<file path="src/rtl/bp_cache_req_arbiter_pkg.sv">
// Shared types and width helpers for the I$/D$ cache-request arbiter.
package bp_cache_req_arbiter_pkg;

    typedef enum logic [1:0] {
        e_bp_single_core_cfg,
        e_bp_dual_core_cfg
    } bp_params_e;

    typedef enum logic [1:0] {
        e_idle,
        e_meta,
        e_busy
    } e_cache_req_arb_state;

    localparam int unsigned num_req_lp = 2;

    // Request packet: paddr + msg type (4) + size (3) + one dword of payload.
    function automatic int unsigned bp_cache_req_width(bp_params_e cfg);
        case (cfg)
            e_bp_dual_core_cfg: return 48 + 4 + 3 + 64;
            default:            return 40 + 4 + 3 + 64;
        endcase
    endfunction

    // Metadata: hit/replacement flag + way index + dirty bit.
    function automatic int unsigned bp_cache_req_metadata_width(bp_params_e cfg);
        case (cfg)
            e_bp_dual_core_cfg: return 1 + 2 + 1;
            default:            return 1 + 3 + 1;
        endcase
    endfunction

endpackage

</file>
<file path="src/rtl/bp_cache_req_arbiter_rr.sv">
// Two-input round-robin select with a lock that pins the choice while an
// offered request is waiting for the LCE to become ready.
module bp_cache_req_arbiter_rr
    import bp_cache_req_arbiter_pkg::*;
(
    input  logic                  clk_i,
    input  logic                  reset_i,
    input  logic [num_req_lp-1:0] v_i,
    input  logic                  last_grant_i,
    input  logic                  hold_i,
    output logic                  sel_o
);

    logic rr_sel;
    logic lock_r;
    logic lock_sel_r;

    always_comb begin
        rr_sel = ~last_grant_i;
        if (v_i == 2'b01) begin
            rr_sel = 1'b0;
        end else if (v_i == 2'b10) begin
            rr_sel = 1'b1;
        end
    end

    // The lock only sticks while the locked requester keeps its valid up.
    assign sel_o = (lock_r && v_i[lock_sel_r]) ? lock_sel_r : rr_sel;

    always_ff @(posedge clk_i) begin
        if (reset_i) begin
            lock_r     <= 1'b0;
            lock_sel_r <= 1'b0;
        end else begin
            lock_r     <= hold_i;
            lock_sel_r <= sel_o;
        end
    end

endmodule

</file>
<file path="src/rtl/bp_cache_req_arbiter.sv">
// Shares one LCE cache-service request channel between I$ (0) and D$ (1),
// one miss at a time: request, metadata, then hold until LCE completion.
module bp_cache_req_arbiter
    import bp_cache_req_arbiter_pkg::*;
#(
    parameter bp_params_e  bp_params_p                 = e_bp_single_core_cfg,
    parameter int unsigned cache_req_width_lp          = bp_cache_req_width(bp_params_p),
    parameter int unsigned cache_req_metadata_width_lp = bp_cache_req_metadata_width(bp_params_p)
) (
    input  logic                                                   clk_i,
    input  logic                                                   reset_i,
    input  logic [num_req_lp-1:0][cache_req_width_lp-1:0]          cache_req_i,
    input  logic [num_req_lp-1:0]                                  cache_req_v_i,
    output logic [num_req_lp-1:0]                                  cache_req_ready_o,
    input  logic [num_req_lp-1:0][cache_req_metadata_width_lp-1:0] cache_req_metadata_i,
    input  logic [num_req_lp-1:0]                                  cache_req_metadata_v_i,
    output logic [num_req_lp-1:0]                                  cache_req_complete_o,
    output logic [cache_req_width_lp-1:0]                          lce_req_o,
    output logic                                                   lce_req_v_o,
    input  logic                                                   lce_req_ready_i,
    output logic [cache_req_metadata_width_lp-1:0]                 lce_req_metadata_o,
    output logic                                                   lce_req_metadata_v_o,
    input  logic                                                   lce_req_complete_i,
    output logic                                                   owner_o,
    output logic                                                   busy_o
);

    e_cache_req_arb_state state_r, state_n;
    logic owner_r, owner_n;
    logic last_grant_r, last_grant_n;
    logic sel;
    logic hold;
    logic accept;

    bp_cache_req_arbiter_rr rr (
        .clk_i        (clk_i),
        .reset_i      (reset_i),
        .v_i          (cache_req_v_i),
        .last_grant_i (last_grant_r),
        .hold_i       (hold),
        .sel_o        (sel)
    );

    always_comb begin
        state_n              = state_r;
        owner_n              = owner_r;
        last_grant_n         = last_grant_r;
        cache_req_ready_o    = '0;
        cache_req_complete_o = '0;
        lce_req_o            = cache_req_i[sel];
        lce_req_v_o          = 1'b0;
        lce_req_metadata_o   = cache_req_metadata_i[owner_r];
        lce_req_metadata_v_o = 1'b0;
        hold                 = 1'b0;
        accept               = 1'b0;

        unique case (state_r)
            e_idle: begin
                lce_req_v_o            = |cache_req_v_i;
                cache_req_ready_o[sel] = lce_req_ready_i;
                lce_req_metadata_o     = cache_req_metadata_i[sel];
                accept                 = lce_req_v_o & lce_req_ready_i;
                hold                   = lce_req_v_o & ~lce_req_ready_i;
                if (accept) begin
                    owner_n              = sel;
                    last_grant_n         = sel;
                    // Metadata arriving with the request skips the metadata wait.
                    lce_req_metadata_v_o = cache_req_metadata_v_i[sel];
                    state_n              = lce_req_metadata_v_o ? e_busy : e_meta;
                end
            end
            e_meta: begin
                lce_req_metadata_v_o = cache_req_metadata_v_i[owner_r];
                if (lce_req_complete_i) begin
                    cache_req_complete_o[owner_r] = 1'b1;
                    state_n                       = e_idle;
                end else if (lce_req_metadata_v_o) begin
                    state_n = e_busy;
                end
            end
            e_busy: begin
                if (lce_req_complete_i) begin
                    cache_req_complete_o[owner_r] = 1'b1;
                    state_n                       = e_idle;
                end
            end
            default: state_n = e_idle;
        endcase

        if (reset_i) begin
            cache_req_ready_o    = '0;
            cache_req_complete_o = '0;
            lce_req_o            = '0;
            lce_req_v_o          = 1'b0;
            lce_req_metadata_o   = '0;
            lce_req_metadata_v_o = 1'b0;
            hold                 = 1'b0;
        end
    end

    assign busy_o  = (state_r != e_idle) & ~reset_i;
    assign owner_o = owner_r & ~reset_i;

    always_ff @(posedge clk_i) begin
        if (reset_i) begin
            state_r      <= e_idle;
            owner_r      <= 1'b0;
            last_grant_r <= 1'b1;
        end else begin
            state_r      <= state_n;
            owner_r      <= owner_n;
            last_grant_r <= last_grant_n;
        end
    end

    a_no_complete_in_idle: assert property (@(posedge clk_i) disable iff (reset_i)
        !(state_r == e_idle && lce_req_complete_i));

    a_sel_stable_while_offered: assert property (@(posedge clk_i) disable iff (reset_i)
        hold |=> (!cache_req_v_i[$past(sel)] || sel == $past(sel)));

endmodule

</file>
<file path="config.mk">
export PLATFORM = sky130hd
export DESIGN_NAME = bp_cache_req_arbiter
export DESIGN_NICKNAME = d
export VERILOG_FILES = /design/src/rtl/bp_cache_req_arbiter_pkg.sv /design/src/rtl/bp_cache_req_arbiter_rr.sv /design/src/rtl/bp_cache_req_arbiter.sv
export SDC_FILE = /design/constraint.sdc
export NUM_CORES = 1
export LEC_CHECK = 0
export ABC_AREA = 1
export BUFFER_PORTS_ARGS = -buffer_cell sky130_fd_sc_hd__buf_4
export CORE_AREA = 4 4 140 142
export CTS_BUF_LIST = sky130_fd_sc_hd__clkbuf_8
export CTS_CLUSTER_DIAMETER = 200
export DETAILED_ROUTE_END_ITERATION = 7
export DIE_AREA = 0 0 144 146
export GPL_TIMING_DRIVEN = 0
export HOLD_SLACK_MARGIN = 0.06
export PLACE_DENSITY = 0.42
export SLEW_MARGIN = 40
export SYNTH_ARGS = -nofsm -noshare
export SYNTH_HDL_FRONTEND = slang
export SYNTH_SLANG_ARGS = --single-unit
</file>
<file path="constraint.sdc">
create_clock -name clk_i -period 1.8 [get_ports clk_i]
set_input_delay 0.27 -clock clk_i [delete_from_list [all_inputs] [get_ports clk_i]]
set_output_delay 0.27 -clock clk_i [all_outputs]
set_load 0.01 [all_outputs]
</file>
==> metrics, run 1 <==
status=complete, but fails checks; failing checks=setup timing; drt first pass iters=4; Yosys top cell area share=around two fifths; fraction of registers with async set/reset=0%; Total GRT Usage=around 15%; Setup-failing EPs final=115; Worst R2R Start=last_grant_r; die area=0.02102 sq mm; ant diodes=0; Worst-Margin Slew=roughly 0.74 ns; Post-DRT Antenna Nets=0; Yosys reg bits=6; cts bufs inserted=3; most frequent cell after synthesis=nor2_1; HP Class=in2reg; 1st-iter DRT viols=84; Die X=about 140 um; Worst slew margin=between 50 and 60%; Clock Sinks=6; DR vias=approximately 4,500; # hold bufs at CTS=0; post-layout util=between 30% and 40%; Tmin final=a little under 2 ns; Starting Density=11.71%; drt drc=0; routability cong.=0.7992; port buffer count=363; RSZ-0062 raised after global routing=true; Clock Skew=0.001362 ns; CP Max Fanout=7; Synth cell types=22; TritonCTS clock tree=built; Placement Setup Slack=-0.2923 ns; area of the multi-input gates=~0.0023 sq mm; placed instance area=a little over 0.005 sq mm; Final Cycle Share=108.2%; Arr. time, crit path=between 1.5 and 2 ns; setup slack after layout=-0.1481 ns; top_reg_cell synth=dfxtp_1; Req. time, crit path=1.53 ns; largest net degree at the start of global routing=11; Setup TNS=-6.771 ns; worst vdd ir=a little over 200 uV; Cells after Synth=472; Vias/cell=4.123; die height=about 150 um; GR Overflow Total=0; clk buf depth=2; sequential area share after synthesis=5.559%; Max-Cap Viols=0; share of cells above drive strength 1=between 60% and 70%; Final Cell Area=0.006432 sq mm; htree depth=1; fmax=a little over 500 MHz; worst skew pair latency=0.22 ns; critical path endpoint category=output pin; synth top area cells=nor2_1 42%, o21ai_0 23%, dfxtp_1 5.6%; Yosys Warn Count=0; storage element area=approximately 120 sq um; Core Region=around 0.018 sq mm; DP Wirelength=14.04 mm; antenna violations before repair=0; Ports=between 300 and 400; startpoint types=flip-flop; EDFF count, synth=0; hold path startpoint=lce_req_ready_i; first-pass GRT wire length=25.14 mm; final WL=between 15 and 20 mm; count of final hold-check violations=0; drt wl/cell=between 15 and 20 um; CP startpoint=rr.lock_r; final layout net count=about 1,100; Synth Net Count=715; Final Power=approximately 3000 uW; area grow syn2layout=197.7%; Root Buffer=clkbuf_8; Filler Cell Count=about 2,000; CTS clk-pin slew, worst paths=0.03 ns; Mapped Area=0.002161 sq mm; number of global-route vias before repair=between 4,000 and 5,000; Worst Path Class, Setup=reg2out; Pins Over Slew Limit=0; Lkg Pwr=approximately 0.0032 uW; Syn Area/Cell=4.578 sq um; number of cell rows=50; largest area contributor in the netlist=nor2_1; power density cells=approximately 480 mW/mm^2; Synth top cells by count=239 x nor2_1, 101 x o21ai_0, 23 x buf_2
[repair_timing]
action                                  4_1_cts  5_1_grt
pin swaps                                    40       15
resized for setup                           245       58
setup buffers                                 9        1
endpoints found under the setup margin      120      119
cloned                                       10        2
[through the flow]
step / instances / hold slack, ns
final: 1094 / 0.2246
after global routing: 1094 / 0.2303
after CTS: 1091 / 0.2256
after detailed placement: 1069 / 0.4658
after global placement: 1069 / 0.4655
after floorplan: 472 / 0.3493
[routing by layer]
layer / share of wire, % / routed length, um / track usage [%]
met1: 37 / 6551 / 16.48
met3: 9.7 / 1720 / 3.779
met2: 52 / 9310 / 29.47
met4: 1.1 / 187 / 1.883
met5: 0 / 0 / 0
[registers in the layout (all words and copies together), names as in the netlist]
signal,cells
owner_r,1
last_grant_r,1
state_r,2
rr.lock_r,1
rr.lock_sel_r,1
[worst paths after layout]
check                                endpoint  cells after the start  slack, ns
worst max-delay path            lce_req_o[57]                     11      -0.15
worst min-delay path                rr.lock_r                      2       0.22
worst max register to register  rr.lock_sel_r                      8       0.43
worst min register to register     state_r[0]                      2       0.50
[power breakdown]
group,total (uW),internal [uW],switching (uW)
clock network,200,144,56.8
logic,2730,1440,1280
registers,159,151,8.04
[worst max-delay path: stages (launching register included)]
cell and delay (ns):
dfxtp_2 0.32, inv_1 0.04, nand2_1 0.09, nand3_4 0.11, nand2_8 0.15, buf_12 0.14
clkinv_16 0.08, buf_12 0.13, buf_16 0.12, nor2_2 0.10, nor2_1 0.05, buf_4 0.13
[logic make-up after synthesis]
group / synth area share (%)
AOI/OAI and AO/OA: 31.56
adders and majority gates: 1.737
buffers and inverters: 13.14
DFF: 5.559
and+or+nand+nor: 48.00
[cells in the final DEF, fill, tap and decap left out, types with 5 or more instances in the layout]
master    instances
nand2_1          18
a21oi_1           5
o21ai_0          28
nor2_1          209
nor2_4           10
buf_12           12
inv_1            16
buf_6             5
o21ai_1          18
nor2_2           20
buf_16            8
o21ai_4          10
buf_4           373
clkbuf_2          8
o21ai_2          68
buf_8             9
[cell type report]
cell class                      instances  area share [%]
Inverter                               20           1.284
Timing Repair Buffer                  384           48.67
Sequential cell                         6           1.906
Clock buffer                            3          0.6419
Multi-Input combinational cell        407           35.67
Tap cell                              234           4.552
Timing Repair inverter                  1          0.4668
Buffer                                 39           6.808
No activity file was read; power rests on OpenSTA's default activity.
==> run 2: changes to the inputs <==
- ABC_AREA: 1 -> 0
==> metrics, run 2 <==
status=complete, but fails checks; failing checks=setup timing; synth top area cells=nand2_1 41%, a21oi_1 27%, dfxtp_1 5.7%; Yosys top cell area share=40.88% (-0.63 points); antenna violations before repair=0 (unchanged); Lkg Pwr=0.003428 uW (+6.1%); ant diodes=0 (unchanged); port buffer count=362 (-0.28%); fraction of registers with async set/reset=0% (unchanged); Yosys Warn Count=0 (unchanged); Die X=144 um (unchanged); Final Cycle Share=118.8% (+11 points); Cell Chain, Critical Path=and2b_1 -> o21ai_4 -> and2_4 -> buf_12 -> buf_16 -> buf_8 -> nand2_4 -> a21oi_4 -> buf_6; share of cells above drive strength 1=74.04% (+11 points); Clock Sinks=6 (unchanged); htree depth=1 (unchanged); Gate power share=87.9% (-0.5 points); Synth cell types=27 (+23%); placed instance area=0.005104 sq mm (-1.4%); DP Wirelength=14.32 mm (+2.0%); Total GRT Usage=15.31% (+0.22 points); count of final hold-check violations=0 (unchanged); Tmin final=2.139 ns (+0.1905 ns); EDFF count, synth=0 (unchanged); # hold bufs at CTS=0 (unchanged); largest net degree at the start of global routing=11 (unchanged); max FFs per register=2 (unchanged); TritonCTS clock tree=built; Max-Cap Viols=0 (unchanged); number of global-route vias before repair=4,349 (-5.2%); top_reg_cell synth=dfxtp_1; sw power=1310 uW (-2.9%); clk buf depth=2 (unchanged); Pins Over Slew Limit=0 (unchanged); Clock Skew=0.0007316 ns (-0.0006309 ns); Power Internal=1708 uW (-1.7%); final layout net count=1,081 (-2.2%); CTS clk-pin slew, worst paths=0.04 ns (about the same); Setup-failing EPs final=120 (+4.3%); power density cells=444.8 mW/mm^2 (-7.3%); Final Cell Area=0.006787 sq mm (+5.5%); Req. time, crit path=1.53 ns (about the same); Worst slew margin=40.52% (-10 points); GR Overflow Total=0 (unchanged); most frequent cells in the layout=360 x buf_4, 137 x nand2_1, 80 x a21oi_2; 1st-iter DRT viols=161 (+92%); drt wl/cell=17.64 um (+8.6%); routability cong.=0.8061 (+0.86%); Core Region=0.01846 sq mm (unchanged); Filler Cell Count=2,018 (-1.3%); switch share=43.40% (-0.30 points); critical path endpoint category=output pin; dpl cells=1,037 (-3.0%); sequential area share after synthesis=5.738% (+0.18 points); die area=0.02102 sq mm (unchanged); Starting Density=11.34% (-0.37 points); area grow syn2layout=224.2%; HP Class=in2reg; worst vdd ir=275.1 uV (+36%); Yosys reg bits=6 (unchanged); DR vias=4,488 (-0.51%); startpoint types=flip-flop; worst skew pair latency=0.22 ns (about the same); number of cell rows=50 (unchanged); Cells after Synth=441 (-6.6%); largest area contributor in the netlist=nand2_1; sequential share of power=5.2% (about the same); Worst-Margin Slew=0.8922 ns (+0.1548 ns); first-pass GRT wire length=25.21 mm (+0.30%); CP Max Fanout=8 (+1); Syn Area/Cell=4.747 sq um (+3.7%); post-layout util=36.77% (+1.9 points); Synth Net Count=684 (-4.3%); Arr. time, crit path=1.87 ns (+0.19 ns); most frequent cell after synthesis=nand2_1; Vias/cell=4.194 (+1.7%); die height=146 um (unchanged); Post-DRT Antenna Nets=0 (unchanged); drt first pass iters=4 (unchanged); drt drc=0 (unchanged); cts bufs inserted=3 (unchanged); Worst Path Class, Setup=reg2out; Ports=364 (unchanged); worst stage delay on the critical path=0.32 ns (about the same); fmax=467.6 MHz (-8.9%); non-filler instance count after layout=1,070 (-2.2%); RSZ-0062 raised after global routing=true; final WL=18.87 mm (+6.2%); Reg with most FFs=state_r; setup slack after layout=-0.3387 ns (-0.1905 ns); Mapped Area=0.002093 sq mm (-3.1%); Synth top cells by count=228 x nand2_1, 115 x a21oi_1, 20 x clkbuf_1; Final Power=3018 uW (-2.2%); Root Buffer=clkbuf_8; commonest non-fill, non-tap cell in the layout=buf_4; Clk pwr share=7.0% (+0.5 points); crit path max-delay cell type=dfxtp_2
## run 2: cell count changes after synthesis, sizes merged, moves of 4 or more
cell | before | now
nor2 | 239 | 13
nand2 | 19 | 228
o21ai | 124 | 5
a21oi | 5 | 115
inv | 20 | 4
buf | 28 | 19
clkbuf | 11 | 20
mux2i | 0 | 6
nand3 | 5 | 0
nor2b | 0 | 5
o22ai | 4 | 0
## run 2: metrics by stage
stage,setup TNS [ns],setup WS (ns),hold slack [ns]
2_1_floorplan,0,0.07078,0.3416
3_3_place_gp,-46.00,-0.6412,0.4640
3_5_place_dp,-49.44,-0.6182,0.4626
4_1_cts,-33.83,-0.3432,0.2207
5_1_grt,-43.20,-0.4126,0.2376
6_report,-33.39,-0.3387,0.2213
## run 2: worst paths after layout
check	slack, ns	to	cells after the start	startpoint
setup reg to reg	-0.16	state_r[0]	9	rr.lock_r
hold reg to reg	0.48	state_r[0]	2	state_r[0]
setup / recovery	-0.34	lce_req_o[67]	9	rr.lock_r
hold / removal	0.22	rr.lock_r	2	lce_req_ready_i
## run 2: final cells by class
class                           instances  area, sq um  share of cell area [%]
Sequential cell                         6        121.4                   1.788
Multi-Input combinational cell        392         2618                   38.57
Clock buffer                            3        41.29                  0.6084
Buffer                                 38        419.2                   6.176
Tap cell                              234        292.8                   4.314
Inverter                                4        15.01                  0.2212
Timing Repair Buffer                  393         3279                   48.32
## run 2: cell families (layout without fill, tap and decap cells)
family          Yosys count  in the layout  share of synthesized area [%]
flops                     6              6                          5.738
fa+ha+maj                 3              3                          1.793
simple gates            256            256                          47.76
buf+inv                  43            438                          9.922
compound gates          127            127                          31.92
mux                       6              6                          2.869
## run 2: timing repair
action	4_1_cts	5_1_grt
pin swaps	28	114
endpoints found under the setup margin	120	120
cloned	5	8
setup buffers	16	3
gates resized for setup	127	212
## run 2: power groups by stage
stage          Sequential [uW]  Combinational (uW)  Clock (uW)
2_1_floorplan              154                 773           0
3_3_place_gp               156                1810           0
3_5_place_dp               155                1800           0
4_1_cts                    156                2230         210
5_1_grt                    158                2840         216
6_report                   157                2650         210
## run 2: per-layer routing
layer,vias up,track usage [%],share of wire (%)
met5,-,0,0
met4,0,1.224,0.50
met3,10,2.793,7.8
met2,186,29.31,53
met1,2054,18.12,38
li1,2238,-,-
## run 2: worst max-delay path, delay by kind of cell (launching register included)
kind                   cells  cell delay (ns)
buffers and inverters      4             0.56
and+or+nand+nor            3             0.44
DFF                        1             0.32
AOI/OAI and AO/OA          2             0.32
